<file path="config.mk">
export PLATFORM = sky130hd
export DESIGN_NAME = fir_seq_ctrl
export DESIGN_NICKNAME = d
export VERILOG_FILES = /design/src/rtl/fir_pkg.sv /design/src/rtl/fir_wb_master.sv /design/src/rtl/fir_seq_ctrl.sv
export SDC_FILE = /design/constraint.sdc
export NUM_CORES = 1
export LEC_CHECK = 0
export CAP_MARGIN = 20
export CORE_MARGIN = 2
export CORE_UTILIZATION = 36
export CTS_BUF_LIST = sky130_fd_sc_hd__clkbuf_8
export DETAILED_ROUTE_END_ITERATION = 10
export HOLD_SLACK_MARGIN = 0.15
export PLACE_DENSITY = 0.67
export SKIP_CTS_REPAIR_TIMING = 1
export SLEW_MARGIN = 0
export SYNTH_ARGS = -nofsm -noshare
export SYNTH_HDL_FRONTEND = slang
export SYNTH_SLANG_ARGS = --single-unit
</file>
<file path="constraint.sdc">
create_clock -name wb_clk_i -period 7.5 [get_ports wb_clk_i]
set_input_delay 1.5 -clock wb_clk_i [delete_from_list [all_inputs] [get_ports wb_clk_i]]
set_output_delay 1.5 -clock wb_clk_i [all_outputs]
set_load 0.1 [all_outputs]
</file>
<file path="src/rtl/fir_pkg.sv">
// Shared constants for the FIR engine sequencer: engine register
// addresses, default run sizes and the sequencer state encoding.
package fir_pkg;

  localparam logic [31:0] FIR_X_ADDR = 32'h3820_0000;
  localparam logic [31:0] FIR_Y_ADDR = 32'h3820_0010;

  localparam int TAPE_NUM_DEF = 11;
  localparam int DATA_NUM_DEF = 11;

  typedef enum logic [3:0] {
    ST_IDLE     = 4'd0,
    ST_TAP_GET  = 4'd1,
    ST_TAP_WAIT = 4'd2,
    ST_TAP_ACK  = 4'd3,
    ST_SMP_GET  = 4'd4,
    ST_SMP_WAIT = 4'd5,
    ST_SMP_ACK  = 4'd6,
    ST_RES_WAIT = 4'd7,
    ST_RES_RD   = 4'd8,
    ST_RES_PUSH = 4'd9,
    ST_ERR      = 4'd10
  } state_t;

  // States that wait on the engine and are therefore watched.
  function automatic logic is_wd_state(input state_t s);
    return s inside {ST_TAP_WAIT, ST_TAP_ACK, ST_SMP_WAIT,
                     ST_SMP_ACK, ST_RES_WAIT, ST_RES_RD};
  endfunction

endpackage

</file>
<file path="src/rtl/fir_wb_master.sv">
// Single-transaction Wishbone master (pulse write / held read) + watchdog.
// Ports: i_wr/i_rd commands, i_wdata, i_wd_en/i_adv watchdog control,
// o_timeout, fir_* Wishbone signals (all bus outputs registered).
module fir_wb_master
  import fir_pkg::*;
#(
  parameter int TIMEOUT_CYC = 1023,
  parameter int CNT_W       = 10
) (
  input  logic        i_clk,
  input  logic        i_rst,
  input  logic        i_wr,
  input  logic        i_rd,
  input  logic [31:0] i_wdata,
  input  logic        i_wd_en,
  input  logic        i_adv,
  input  logic        fir_ack_i,
  output logic        o_timeout,
  output logic        fir_stb_o,
  output logic        fir_cyc_o,
  output logic        fir_we_o,
  output logic [31:0] fir_adr_o,
  output logic [31:0] fir_dat_o
);

  localparam logic [CNT_W-1:0] WD_LAST = CNT_W'(TIMEOUT_CYC - 1);

  logic [CNT_W-1:0] r_wd;

  // An event that moves the FSM this cycle beats the timeout.
  assign o_timeout = i_wd_en && !i_adv && (r_wd == WD_LAST);

  always_ff @(posedge i_clk or posedge i_rst) begin
    if (i_rst) begin
      r_wd <= '0;
    end else if (!i_wd_en || i_adv) begin
      r_wd <= '0;
    end else begin
      r_wd <= r_wd + 1'b1;
    end
  end

  always_ff @(posedge i_clk or posedge i_rst) begin
    if (i_rst) begin
      fir_stb_o <= 1'b0;
      fir_cyc_o <= 1'b0;
      fir_we_o  <= 1'b0;
      fir_adr_o <= '0;
      fir_dat_o <= '0;
    end else if (o_timeout) begin
      fir_stb_o <= 1'b0;
      fir_cyc_o <= 1'b0;
      fir_we_o  <= 1'b0;
    end else if (i_wr) begin
      fir_stb_o <= 1'b1;
      fir_cyc_o <= 1'b1;
      fir_we_o  <= 1'b1;
      fir_adr_o <= FIR_X_ADDR;
      fir_dat_o <= i_wdata;
    end else if (i_rd) begin
      fir_stb_o <= 1'b1;
      fir_cyc_o <= 1'b1;
      fir_we_o  <= 1'b0;
      fir_adr_o <= FIR_Y_ADDR;
    end else if (fir_stb_o && (fir_we_o || fir_ack_i)) begin
      // Writes last one cycle; reads drop on ack.
      fir_stb_o <= 1'b0;
      fir_cyc_o <= 1'b0;
      fir_we_o  <= 1'b0;
    end
  end

endmodule

</file>
<file path="src/rtl/fir_seq_ctrl.sv">
// Sequencer: loads taps, feeds samples, reads results over Wishbone.
// Ports: start/busy/error control, s_* input stream, m_* result stream,
// fir_* Wishbone master + engine ready/done.
module fir_seq_ctrl
  import fir_pkg::*;
#(
  parameter int TAPE_NUM    = TAPE_NUM_DEF,
  parameter int DATA_NUM    = DATA_NUM_DEF,
  parameter int TIMEOUT_CYC = 1023,
  parameter int CNT_W       = 10
) (
  input  logic        wb_clk_i,
  input  logic        wb_rst_i,
  input  logic        start,
  output logic        busy,
  output logic        error,
  input  logic        s_valid,
  input  logic [31:0] s_data,
  output logic        s_ready,
  output logic        m_valid,
  output logic [31:0] m_data,
  input  logic        m_ready,
  output logic        fir_stb_o,
  output logic        fir_cyc_o,
  output logic        fir_we_o,
  output logic [3:0]  fir_sel_o,
  output logic [31:0] fir_adr_o,
  output logic [31:0] fir_dat_o,
  input  logic        fir_ack_i,
  input  logic [31:0] fir_dat_i,
  input  logic        fir_ready_i,
  input  logic        fir_done_i
);

  localparam int TW = $clog2(TAPE_NUM + 1);
  localparam int DW = $clog2(DATA_NUM + 1);
  localparam logic [TW-1:0] TAP_LAST = TW'(TAPE_NUM - 1);
  localparam logic [DW-1:0] SMP_LAST = DW'(DATA_NUM - 1);

  state_t        r_state;
  logic [TW-1:0] r_tap_cnt;
  logic [DW-1:0] r_smp_cnt;
  logic [31:0]   r_word;

  logic w_adv;
  logic w_wr;
  logic w_rd;
  logic w_timeout;

  assign fir_sel_o = 4'hF;

  // Event that advances each engine-facing wait state.
  always_comb begin
    w_adv = 1'b0;
    unique case (r_state)
      ST_TAP_WAIT, ST_SMP_WAIT: w_adv = fir_ready_i;
      ST_TAP_ACK, ST_SMP_ACK,
      ST_RES_RD:                w_adv = fir_ack_i;
      ST_RES_WAIT:              w_adv = fir_done_i;
      default:                  w_adv = 1'b0;
    endcase
  end

  assign w_wr = w_adv &&
    (r_state == ST_TAP_WAIT || r_state == ST_SMP_WAIT);
  assign w_rd = w_adv && (r_state == ST_RES_WAIT);

  fir_wb_master #(
    .TIMEOUT_CYC(TIMEOUT_CYC),
    .CNT_W      (CNT_W)
  ) u_wbm (
    .i_clk    (wb_clk_i),
    .i_rst    (wb_rst_i),
    .i_wr     (w_wr),
    .i_rd     (w_rd),
    .i_wdata  (r_word),
    .i_wd_en  (is_wd_state(r_state)),
    .i_adv    (w_adv),
    .fir_ack_i(fir_ack_i),
    .o_timeout(w_timeout),
    .fir_stb_o(fir_stb_o),
    .fir_cyc_o(fir_cyc_o),
    .fir_we_o (fir_we_o),
    .fir_adr_o(fir_adr_o),
    .fir_dat_o(fir_dat_o)
  );

  always_ff @(posedge wb_clk_i or posedge wb_rst_i) begin
    if (wb_rst_i) begin
      r_state   <= ST_IDLE;
      r_tap_cnt <= '0;
      r_smp_cnt <= '0;
      r_word    <= '0;
      busy      <= 1'b0;
      error     <= 1'b0;
      s_ready   <= 1'b0;
      m_valid   <= 1'b0;
      m_data    <= '0;
    end else if (w_timeout) begin
      r_state <= ST_ERR;
      busy    <= 1'b0;
      error   <= 1'b1;
      s_ready <= 1'b0;
    end else begin
      unique case (r_state)
        ST_IDLE, ST_ERR: begin
          if (start) begin
            r_tap_cnt <= '0;
            r_smp_cnt <= '0;
            error     <= 1'b0;
            busy      <= 1'b1;
            s_ready   <= 1'b1;
            r_state   <= ST_TAP_GET;
          end
        end
        ST_TAP_GET: begin
          if (s_valid) begin
            r_word  <= s_data;
            s_ready <= 1'b0;
            r_state <= ST_TAP_WAIT;
          end
        end
        ST_TAP_WAIT: if (w_adv) r_state <= ST_TAP_ACK;
        ST_TAP_ACK: begin
          if (w_adv) begin
            r_tap_cnt <= r_tap_cnt + 1'b1;
            s_ready   <= 1'b1;
            r_state   <= (r_tap_cnt == TAP_LAST) ?
                         ST_SMP_GET : ST_TAP_GET;
          end
        end
        ST_SMP_GET: begin
          if (s_valid) begin
            r_word  <= s_data;
            s_ready <= 1'b0;
            r_state <= ST_SMP_WAIT;
          end
        end
        ST_SMP_WAIT: if (w_adv) r_state <= ST_SMP_ACK;
        ST_SMP_ACK:  if (w_adv) r_state <= ST_RES_WAIT;
        ST_RES_WAIT: if (w_adv) r_state <= ST_RES_RD;
        ST_RES_RD: begin
          if (w_adv) begin
            m_data  <= fir_dat_i;
            m_valid <= 1'b1;
            r_state <= ST_RES_PUSH;
          end
        end
        ST_RES_PUSH: begin
          if (m_ready) begin
            m_valid   <= 1'b0;
            r_smp_cnt <= r_smp_cnt + 1'b1;
            if (r_smp_cnt == SMP_LAST) begin
              busy    <= 1'b0;
              r_state <= ST_IDLE;
            end else begin
              s_ready <= 1'b1;
              r_state <= ST_SMP_GET;
            end
          end
        end
        default: r_state <= ST_IDLE;
      endcase
    end
  end

endmodule
</file>
Yosys cells after proc, flatten, opt, wreduce, memory -nomap -nowiden
Cells that the tools add are included.

cells by class
  divide/modulo/power cells = 0
  bitwise operators = 1
  reduce and logical (&&, ||, !) cells = 36
  shifts and indexed selects = 0
  $add $sub $neg = 3
  multipliers = 0
  multiplexer cells = 46
  $lt $le $gt $ge = 0
  equality and inequality tests = 30

operators with widths
  cell                     count
  $mux W32                 2
  $mux W4                  14
  $pmux W4 S10             1
  $ne A3 B1 Y1 const B     7
  $eq A4 B4 Y1 const B     5
  $mux W1                  20
  $ne A3 B2 Y1 const B     6
  $eq A4 B3 Y1 const B     4
  $pmux W4 S2              2
  $reduce_and A4 Y1        4
  $reduce_bool A2 Y1       6
  $add A10 B1 Y10 const B  1
  $eq A10 B10 Y1 const B   1
  $mux W10                 1
  $reduce_and A10 Y1       1
  $add A4 B1 Y4 const B    2
  $eq A4 B2 Y1 const B     2
  $mux W3                  2
  $reduce_and A2 Y1        3
  $reduce_and A3 Y1        2
  $reduce_and A6 Y1        1
  $reduce_bool A6 Y1       1
  $reduce_or A2 Y1         3
  $logic_and A1 B1 Y1      5
  14 further kinds         20

word-level totals
  memory bits (writable) = 0
  word-level logic and storage cells = 130
  bits in registers = 156
  output and inout port bits = 107
  memories kept = 0
  memory bits (read-only) = 0
  bits in latches = 0
  input bits = 72

Logic depth before layout (Yosys ltp)
Gate-level depths: netlist of run 1.

  word-level depth = 8
  gate-level depth with buffers = 8

Cells and area by module
Synthesis of run 1 repeated with hierarchy kept, for this count alone.

unflattened totals
  cells, all modules = 457
  area, all modules = 5904.4 µm²

by module, submodules not included
  module         times used  area each (µm²)  cells an instance  seq. area each (µm²)
  fir_seq_ctrl   1           3789.9           292                2001.9
  fir_wb_master  1           2114.5           165                1151.1

Least setup slack after synthesis of run 1
Ideal clock, no wire load.

  path type = input-to-reg
  start point = in fir_done_i
  end point = reg m_data[10]
  library setup time = 0.126 ns
  buffers on the path = 2
  stages = 7
  slack = 4.490 ns
  arrival time = 2.884 ns
  cell sequence = mux2_2 -> a32oi_4 -> nand2_1 -> and2_1 -> buf_6 -> buf_6 -> mux2_4

between the ends
  longest elaborated chain between the ends = 6

RTL lines
  what                                  line                 text
  start, declared                       fir_seq_ctrl.sv:32   input logic fir_done_i
  $pmux W1 S3 *                         fir_seq_ctrl.sv:55   unique case (r_state)
  $logic_not A1 Y1                      fir_wb_master.sv:31  assign o_timeout = i_wd_en && !i_adv && (r_wd == WD_LAST);
  $logic_and A1 B1 Y1 (2 in series)     fir_wb_master.sv:31
  $not A1 Y1 (no source line)           n/a
  $reduce_and A3 Y1 (no source line) *  n/a
  end signal, assigned                  fir_seq_ctrl.sv:144  m_data <= fir_dat_i;
  end, declared                         fir_seq_ctrl.sv:21   output logic [31:0] m_data,

Mark *: on every way between the ends. The rest lies on a longest branch, timed or not.
A chain may end at the register's enable or synchronous reset.

Worst setup path after layout of run 1
  start point = reg u_wbm.fir_adr_o[28]
  end point = out fir_adr_o[28]

RTL lines
  what                    line                 text
  start, declared         fir_wb_master.sv:22  output logic [31:0] fir_adr_o,
  start signal, assigned  fir_wb_master.sv:48  fir_adr_o <= '0;
  start signal, assigned  fir_wb_master.sv:58  fir_adr_o <= FIR_X_ADDR;
  start signal, assigned  fir_wb_master.sv:64  fir_adr_o <= FIR_Y_ADDR;
  end, declared           fir_seq_ctrl.sv:27   output logic [31:0] fir_adr_o,

No word-level cell between the ends.

==> flow_metrics.py, run 1 <==
metrics = {
    "detailed_routing": {
        "drtIter0Drc": 159,
        "wl_per_cell_um": 15.22,
        "vias_per_cell": 4.632,
        "drc": 0,
        "final_antenna_net_count": 0,
        "drtPass1Iterations": 4,
        "vias": 3645,
        "wl_mm": 11.98,
    },
    "yosys": {
        "async_reset_ff_share_pct": 100.0,
        "synth_ff_type": "dfrtp_1",
        "syn_inst": 419,
        "synth.avg_cell_area_um2": 13.59,
        "ys_types": 54,
        "yosys_warnings": 0,
        "yosys.area.top_type": "dfrtp_1",
        "synth_edf_count": 0,
        "synth_area_leaders": "dfrtp_1 55%, mux2_1 9.7%, mux2_4 7.6%",
        "synth_top_area_share_pct": 55.38,
        "ys_seq_area_share_pct": 55.38,
        "ys_ff_latch": 126,
        "syn_area_um2": 5693,
    },
    "layout": {
        "final_cell_mix": "147 x clkdlybuf4s50_1, 126 x dfrtp_1, 49 x mux2_1",
        "nets": 641,
        "fin_cells": 787,
        "drive_above_1_share_pct": 15.80,
        "final_common_cell": "clkdlybuf4s50_1",
        "diodes": 0,
        "area_delta_synth_final_pct": 33.34,
        "utilization_pct": 49.57,
        "postLayoutCellArea_um2": 7591,
        "fillCellCount": 1363,
    },
    "sta": {
        "fin_crit_sh_pct": 47.36,
        "setup_violations": 0,
        "hold_viol": 0,
        "fin_setup_tns_ns": 0,
        "skew_ns": 0.01174,
        "finalCriticalPeriod_ns": 3.552,
        "slew_headroom_pct": 28.13,
        "finalMaxSlewViolations": 0,
        "tightestPinTransition_ns": 1.078,
        "rsz0062_at_grt": "false",
        "clock.fmax_ghz": 0.2815,
    },
    "critical_path": {
        "path_class": "register to primary output",
        "timing.critical_path.buf_inv": 1,
        "crit_path_start": "u_wbm.fir_adr_o[28]",
        "startpoint_type": "register",
        "reg2reg_to": "m_data[31]",
        "reg2reg_setup_slack_ns": 4.61,
        "path_cells": "clkdlybuf4s50_1",
        "crit_required_ns": 6.00,
        "worstSetupEndpointType": "primary output",
        "worstSetupEndpoint": "fir_adr_o[28]",
        "arrival_ns": 2.05,
        "crit_fanout": 5,
        "critical_path.top_delay_family": "buffers and inverters",
        "crit_slowest_cell": "clkdlybuf4s50_1",
        "cp_num_cells": 1,
        "rr_startpoint": "r_state[0]",
        "rr_worst_depth": 5,
        "max_stage_delay_ns": 1.18,
    },
    "die": {
        "initial_core_util_pct": 37.17,
        "rows": 45,
        "io_pins": 179,
        "die_area_um2": 16840,
        "die_height_um": 129.8,
        "dieWidth_um": 129.8,
        "core_um2": 15310,
    },
    "power_and_ir_drop": {
        "power_density_nw_per_um2": 412.0,
        "ir_worst_vdd_mv": 0.2261,
        "power_w": 0.003127,
        "leakagePower_nw": 3.323,
    },
    "place": {
        "placedCellCount": 755,
        "portBuffers": 147,
        "place_area_um2": 7177,
        "gp_congestion": 0.8387,
        "dp_hpwl_mm": 8.325,
    },
    "clock_network": {
        "cts_tree": "built",
        "clk_latency_ns": 0.44,
        "clock_sinks": 126,
        "cts-root-buf": "clkbuf_8",
        "cts_max_path_buffers": 2,
        "h-tree-depth": 4,
        "clk_pin_slew_ns": 0.08,
        "cts-buffers-inserted": 17,
    },
    "grt": {
        "grt_max_degree": 76,
        "antenna_found_initial": 0,
        "track_usage_pct": 14.76,
        "met1_usage_pct": 19.66,
        "grt_pass1_wl_mm": 19.20,
        "grt_overflow_total": 0,
        "grt_pass1_vias": 3779,
        "met3_usage_pct": 5.658,
        "grt_busiest_layer": "met2",
        "grt_util_met2_pct": 22.51,
    },
    "status": {
        "outcome": "finished clean",
    },
    "min_path": {
        "min_path_type": "register to register",
    },
    "job": {
        "drv_cap": 0,
    },
}
==> synth_stat cells, types with 4 or more instances <==
master / number
and3_1: 6
mux2_1: 49
dfrtp_1: 126
buf_4: 37
o21ai_0: 6
nand2_1: 8
buf_6: 4
mux2_4: 29
nand3_1: 10
xnor2_1: 7
mux2_2: 19
ha_1: 6
buf_2: 9
a21oi_1: 7
inv_1: 8
nor2_1: 20
xor2_1: 7
==> cell families (layout without fill, tap and decap cells) <==
group | after synthesis | count (layout) | share of synthesized area [%]
AO/OA/AOI/OAI | 35 | 35 | 4.659
XOR/XNOR | 14 | 14 | 2.154
adder cells (fa/ha/maj) | 6 | 6 | 1.319
buffers and inverters | 62 | 190 | 7.253
flip-flops | 126 | 126 | 55.38
multiplexers | 100 | 100 | 21.63
other | 2 | 31 | 0.1319
AND/OR/NAND/NOR | 74 | 74 | 7.473
==> registers in the layout, indices dropped and copies added (netlist names) <==
| signal | flops |
|---|---|
| busy | 1 |
| error | 1 |
| m_data | 32 |
| m_valid | 1 |
| r_smp_cnt | 4 |
| r_state | 4 |
| r_tap_cnt | 4 |
| r_word | 32 |
| s_ready | 1 |
| u_wbm.fir_adr_o | 2 |
| u_wbm.fir_dat_o | 32 |
| u_wbm.fir_stb_o | 1 |
| u_wbm.fir_we_o | 1 |
| u_wbm.r_wd | 10 |
==> power by group <==
part           internal [W]  switching (W)  leakage [nW]
clock network      0.000337       0.000277         0.207
registers          0.000885       0.000131          1.60
logic              0.000412        0.00108          1.51
==> stage by stage <==
step | worst slack (ns) | hold WS, ns
2_1_floorplan | 2.644 | 0.4585
5_1_grt | 3.834 | 0.5043
6_report | 3.948 | 0.4871
3_3_place_gp | 3.593 | 0.4658
4_1_cts | 3.903 | 0.4901
3_5_place_dp | 3.521 | 0.4737
==> final cells by class <==
type                    instances  area [um2]  share of cell area [%]
inverters                      10       40.04                  0.5274
multi-input cells             260        2241                   29.52
flip-flops and latches        126        3153                   41.54
clock buffers                  18       247.7                   3.264
repair buffers                148        1479                   19.48
clock inverters                14       166.4                   2.192
well taps                     211       264.0                   3.478
==> routing by layer <==
metal  vias up  share of wire [%]
met2       134                 47
li1       1693                  -
met4         0               0.84
met5         -                  0
met1      1809                 45
met3         9                7.1
==> worst min path at each step <==
stage	from	end	slack (ns)	cells past startpoint
after floorplan	r_word[27]	r_word[27]	0.46	1
after global placement	r_word[6]	u_wbm.fir_dat_o[6]	0.47	1
after detailed placement	r_word[22]	u_wbm.fir_dat_o[22]	0.47	1
after CTS	r_word[22]	u_wbm.fir_dat_o[22]	0.49	1
after global routing	u_wbm.fir_dat_o[24]	u_wbm.fir_dat_o[24]	0.50	1
final	r_word[6]	u_wbm.fir_dat_o[6]	0.49	1
No activity file was read; power rests on OpenSTA's default activity.
==> inputs of run 2 (changes only) <==
==> constraint.sdc (replaced) <==
create_clock -name wb_clk_i -period 3.4 [get_ports wb_clk_i]
set_input_delay 0.68 -clock wb_clk_i [delete_from_list [all_inputs] [get_ports wb_clk_i]]
set_output_delay 0.68 -clock wb_clk_i [all_outputs]
set_load 0.1 [all_outputs]
==> flow_metrics.py, run 2 (synthesis results as in run 1) <==
metrics = {
    "clock_network": {
        "cts_max_path_buffers": 2,
        "h-tree-depth": 4,
        "clk_latency_ns": 0.44,
        "cts_tree": "built",
        "clk_pin_slew_ns": 0.07,
        "cts-root-buf": "clkbuf_8",
        "cts-buffers-inserted": 17,
        "clock_sinks": 126,
    },
    "layout": {
        "nets": 646,
        "multiInputGateArea_um2": 2241,
        "seq_area_um2": 3153,
        "fillCellCount": 1376,
        "final_common_cell": "dfrtp_1",
        "area_delta_synth_final_pct": 33.34,
        "drive_above_1_share_pct": 22.03,
        "diodes": 0,
        "final_cell_mix": "126 x dfrtp_1, 115 x clkdlybuf4s50_1, 49 x mux2_1",
        "top_regs": "m_data x32, r_word x32, u_wbm.fir_dat_o x32",
    },
    "detailed_routing": {
        "drc": 0,
        "drtIter0Drc": 191,
        "wl_mm": 12.13,
        "drtPass1Iterations": 4,
        "wl_per_cell_um": 15.32,
        "vias": 3702,
        "final_antenna_net_count": 0,
        "vias_per_cell": 4.674,
    },
    "grt": {
        "track_usage_pct": 15.21,
        "grt_pass1_wl_mm": 19.75,
        "grt_overflow_total": 0,
        "antenna_found_initial": 0,
        "grt_max_degree": 55,
        "grt_pass1_vias": 3936,
    },
    "die": {
        "core_um2": 15310,
        "rows": 45,
        "die_area_um2": 16840,
        "io_pins": 179,
        "dieWidth_um": 129.8,
        "initial_core_util_pct": 37.17,
        "die_height_um": 129.8,
    },
    "power_and_ir_drop": {
        "power_w": 0.006863,
        "leakagePower_nw": 3.400,
        "power_density_nw_per_um2": 904.1,
        "ir_worst_vdd_mv": 0.8584,
    },
    "critical_path": {
        "path_class": "register to register",
        "crit_required_ns": 3.71,
        "crit_fanout": 20,
        "crit_slowest_cell": "dfrtp_1",
        "arrival_ns": 2.99,
        "crit_path_start": "r_state[0]",
        "worstSetupEndpointType": "register",
        "rr_startpoint": "r_state[0]",
        "reg2reg_setup_slack_ns": 0.72,
        "path_cells": "inv_2 -> or3_1 -> o21ai_1 -> and3_2 -> buf_4 -> mux2_2",
        "rr_worst_depth": 6,
        "startpoint_type": "register",
        "max_stage_delay_ns": 0.74,
    },
    "min_path": {
        "hold_depth": 1,
        "hold_start": "m_data[31]",
        "min_path_type": "register to register",
    },
    "sta": {
        "hold_viol": 0,
        "finalCriticalPeriod_ns": 2.675,
        "fin_setup_tns_ns": 0,
        "fin_ws_ns": 0.7247,
        "tightestPinTransition_ns": 0.9880,
        "slew_headroom_pct": 33.93,
        "fin_crit_sh_pct": 78.68,
        "timing.hold.ws_ns": 0.4858,
        "rsz0062_at_grt": "false",
        "finalMaxSlewViolations": 0,
        "clock.fmax_ghz": 0.3738,
        "skew_ns": 0.009985,
        "setup_violations": 0,
    },
    "place": {
        "dp_hpwl_mm": 8.640,
        "gp_congestion": 0.8290,
        "dpl_worst_slack_ns": 0.3216,
        "portBuffers": 147,
    },
    "job": {
        "drv_cap": 0,
    },
    "status": {
        "outcome": "finished clean",
    },
}
[run 2: power breakdown]
group	switching [W]	internal (W)
clock network	0.000575	0.000775
logic	0.00239	0.000873
registers	0.000299	0.00195
total	0.00326	0.00360
[run 2: critical path, delay by kind of cell (launching register included)]
| kind | cells | cell delay, ns |
|---|---|---|
| simple gates | 2 | 0.93 |
| flops | 1 | 0.74 |
| buf+inv | 2 | 0.43 |
| mux | 1 | 0.35 |
| compound gates | 1 | 0.08 |
[run 2: path summary, 6_finish.rpt]
check                                       to
max                        u_wbm.fir_dat_o[28]
min                                 m_data[31]
max reg2reg                u_wbm.fir_dat_o[28]
min reg2reg                         m_data[31]
max in group asynchronous           m_data[30]
min in group asynchronous            r_word[8]
[run 2: layout make-up]
| type | count | area share [%] |
|---|---|---|
| Inverter | 10 | 0.5439 |
| Multi-Input combinational cell | 260 | 29.52 |
| Tap cell | 211 | 3.478 |
| Clock inverter | 12 | 1.879 |
| Clock buffer | 20 | 3.626 |
| Timing Repair Buffer | 153 | 19.42 |
| Sequential cell | 126 | 41.54 |
[run 2: routing by layer]
layer,track usage (%),part of all wire [%]
met1,18.88,43
met2,24.64,47
met3,4.838,7.7
met4,6.325,1.5
met5,0,0
[run 2: stage by stage]
| stage | utilization (%) | std cells | area [um2] |
|---|---|---|---|
| after detailed placement | 46.84 | 760 | 7173 |
| after global placement | 46.84 | 760 | 7173 |
| final | 49.57 | 792 | 7591 |
| after CTS | 49.57 | 792 | 7591 |
| after floorplan | - | 448 | 5806 |
| after global routing | 49.57 | 792 | 7591 |
==> inputs of run 3 (changes only) <==
==> constraint.sdc (replaced) <==
create_clock -name wb_clk_i -period 2.6 [get_ports wb_clk_i]
set_input_delay 0.52 -clock wb_clk_i [delete_from_list [all_inputs] [get_ports wb_clk_i]]
set_output_delay 0.52 -clock wb_clk_i [all_outputs]
set_load 0.1 [all_outputs]
==> flow_metrics.py, run 3 (synthesis results as in run 1) <==
metrics = {
    "status": {
        "outcome": "finished clean",
    },
    "detailed_routing": {
        "final_antenna_net_count": 0,
        "vias_per_cell": 4.643,
        "drc": 0,
        "drtIter0Drc": 273,
        "wl_mm": 12.21,
        "drtPass1Iterations": 4,
        "wl_per_cell_um": 15.28,
        "vias": 3710,
    },
    "critical_path": {
        "reg2reg_setup_slack_ns": 0.23,
        "path_class": "register to register",
        "worstSetupEndpointType": "register",
        "crit_required_ns": 2.92,
        "arrival_ns": 2.69,
        "path_cells": "mux2_2 -> a32oi_4 -> nand2_1 -> and2_2 -> buf_4 -> mux2_4",
        "max_stage_delay_ns": 0.70,
        "timing.critical_path.buf_inv": 1,
        "startpoint_type": "register",
        "crit_fanout": 17,
        "critical_path.top_delay_family": "multiplexers",
        "crit_slowest_cell": "dfrtp_1",
    },
    "layout": {
        "final_common_cell": "dfrtp_1",
        "diodes": 0,
        "final_cell_mix": "126 x dfrtp_1, 86 x buf_4, 71 x clkdlybuf4s50_1",
        "area_delta_synth_final_pct": 31.82,
        "nets": 653,
        "top_regs": "m_data x32, r_word x32, u_wbm.fir_dat_o x32",
        "drive_above_1_share_pct": 30.27,
    },
    "clock_network": {
        "clk_pin_slew_ns": 0.07,
        "cts_max_path_buffers": 2,
        "clock_sinks": 126,
        "cts_tree": "built",
        "cts-root-buf": "clkbuf_8",
        "h-tree-depth": 4,
        "cts-buffers-inserted": 17,
        "clk_latency_ns": 0.44,
    },
    "grt": {
        "antenna_found_initial": 0,
        "grt_max_degree": 127,
        "grt_overflow_total": 0,
        "track_usage_pct": 15.29,
        "grt_pass1_wl_mm": 19.61,
        "grt_pass1_vias": 3916,
    },
    "min_path": {
        "min_path_type": "register to register",
    },
    "sta": {
        "clock.fmax_ghz": 0.4227,
        "slew_headroom_pct": 53.01,
        "rsz0062_at_grt": "false",
        "finalMaxSlewViolations": 0,
        "hold_viol": 0,
        "tightestPinTransition_ns": 0.7049,
        "fin_setup_tns_ns": 0,
        "finalCriticalPeriod_ns": 2.366,
        "timing.hold.ws_ns": 0.4887,
        "setup_violations": 0,
        "skew_ns": 0.01081,
        "fin_crit_sh_pct": 90.98,
    },
    "place": {
        "gp_congestion": 0.7302,
        "portBuffers": 147,
        "dp_hpwl_mm": 8.671,
    },
    "power_and_ir_drop": {
        "p_int_w": 0.004614,
        "leakagePower_nw": 3.495,
        "power_density_nw_per_um2": 1186,
        "ir_worst_vdd_mv": 1.122,
        "combPwrFrac_pct": 48.1,
        "power.switching_w": 0.004289,
        "power_w": 0.008903,
        "p_seq_share_pct": 33.0,
        "p_sw_share_pct": 48.18,
        "clkPwrFrac_pct": 18.9,
    },
    "die": {
        "dieWidth_um": 129.8,
        "core_um2": 15310,
        "initial_core_util_pct": 37.17,
        "rows": 45,
        "die_area_um2": 16840,
        "die_height_um": 129.8,
        "io_pins": 179,
    },
    "job": {
        "drv_cap": 0,
    },
}
## run 3: cell count changes in the layout (fill, tap and decap cells not counted)
cell	change
clkdlybuf4s50_1	-44
clkinv_4	-1
inv_1	+1
buf_4	+51
clkbuf_8	-3
clkinvlp_4	+1
clkinv_2	+2
## run 3: layout make-up
cell class,count,area [um2]
Fill cell,1367,7810
Sequential cell,126,3153
Multi-Input combinational cell,260,2241
Timing Repair Buffer,160,1416
Tap cell,211,264.0
Clock buffer,17,234.0
Clock inverter,15,155.1
Inverter,10,41.29
## run 3: worst paths after layout
check | start | endpoint | cells after the start
min in group asynchronous | wb_rst_i | r_word[17] | 3
setup reg to reg | r_state[1] | m_data[30] | 6
hold reg to reg | r_word[19] | u_wbm.fir_dat_o[19] | 1
hold / removal | r_word[19] | u_wbm.fir_dat_o[19] | 1
max in group asynchronous | wb_rst_i | r_tap_cnt[0] | 3
setup / recovery | r_state[1] | m_data[30] | 6
## run 3: through the flow
stage	setup WS (ns)	instances	instance area (um2)	util [%]
after floorplan	0.5267	448	5806	-
after global placement	0.1565	767	7116	46.46
after detailed placement	0.1061	767	7116	46.46
after CTS	0.2393	799	7505	49.00
after global routing	0.1495	799	7505	49.00
final	0.2344	799	7505	49.00
## run 3: per-layer routing
metal,part of all wire (%),up-vias,global-route usage (%)
met1,43,1839,18.44
met5,0,-,0
li1,-,1714,-
met4,1.3,0,5.060
met3,8.1,17,6.929
met2,47,140,24.48
## run 3: power by group through the flow
stage	logic [W]	clock network (W)	registers, W
after floorplan	0.00143	0	0.00490
after global placement	0.00426	0	0.00293
after detailed placement	0.00432	0	0.00298
after CTS	0.00432	0.00175	0.00294
after global routing	0.00449	0.00186	0.00304
final	0.00428	0.00168	0.00294
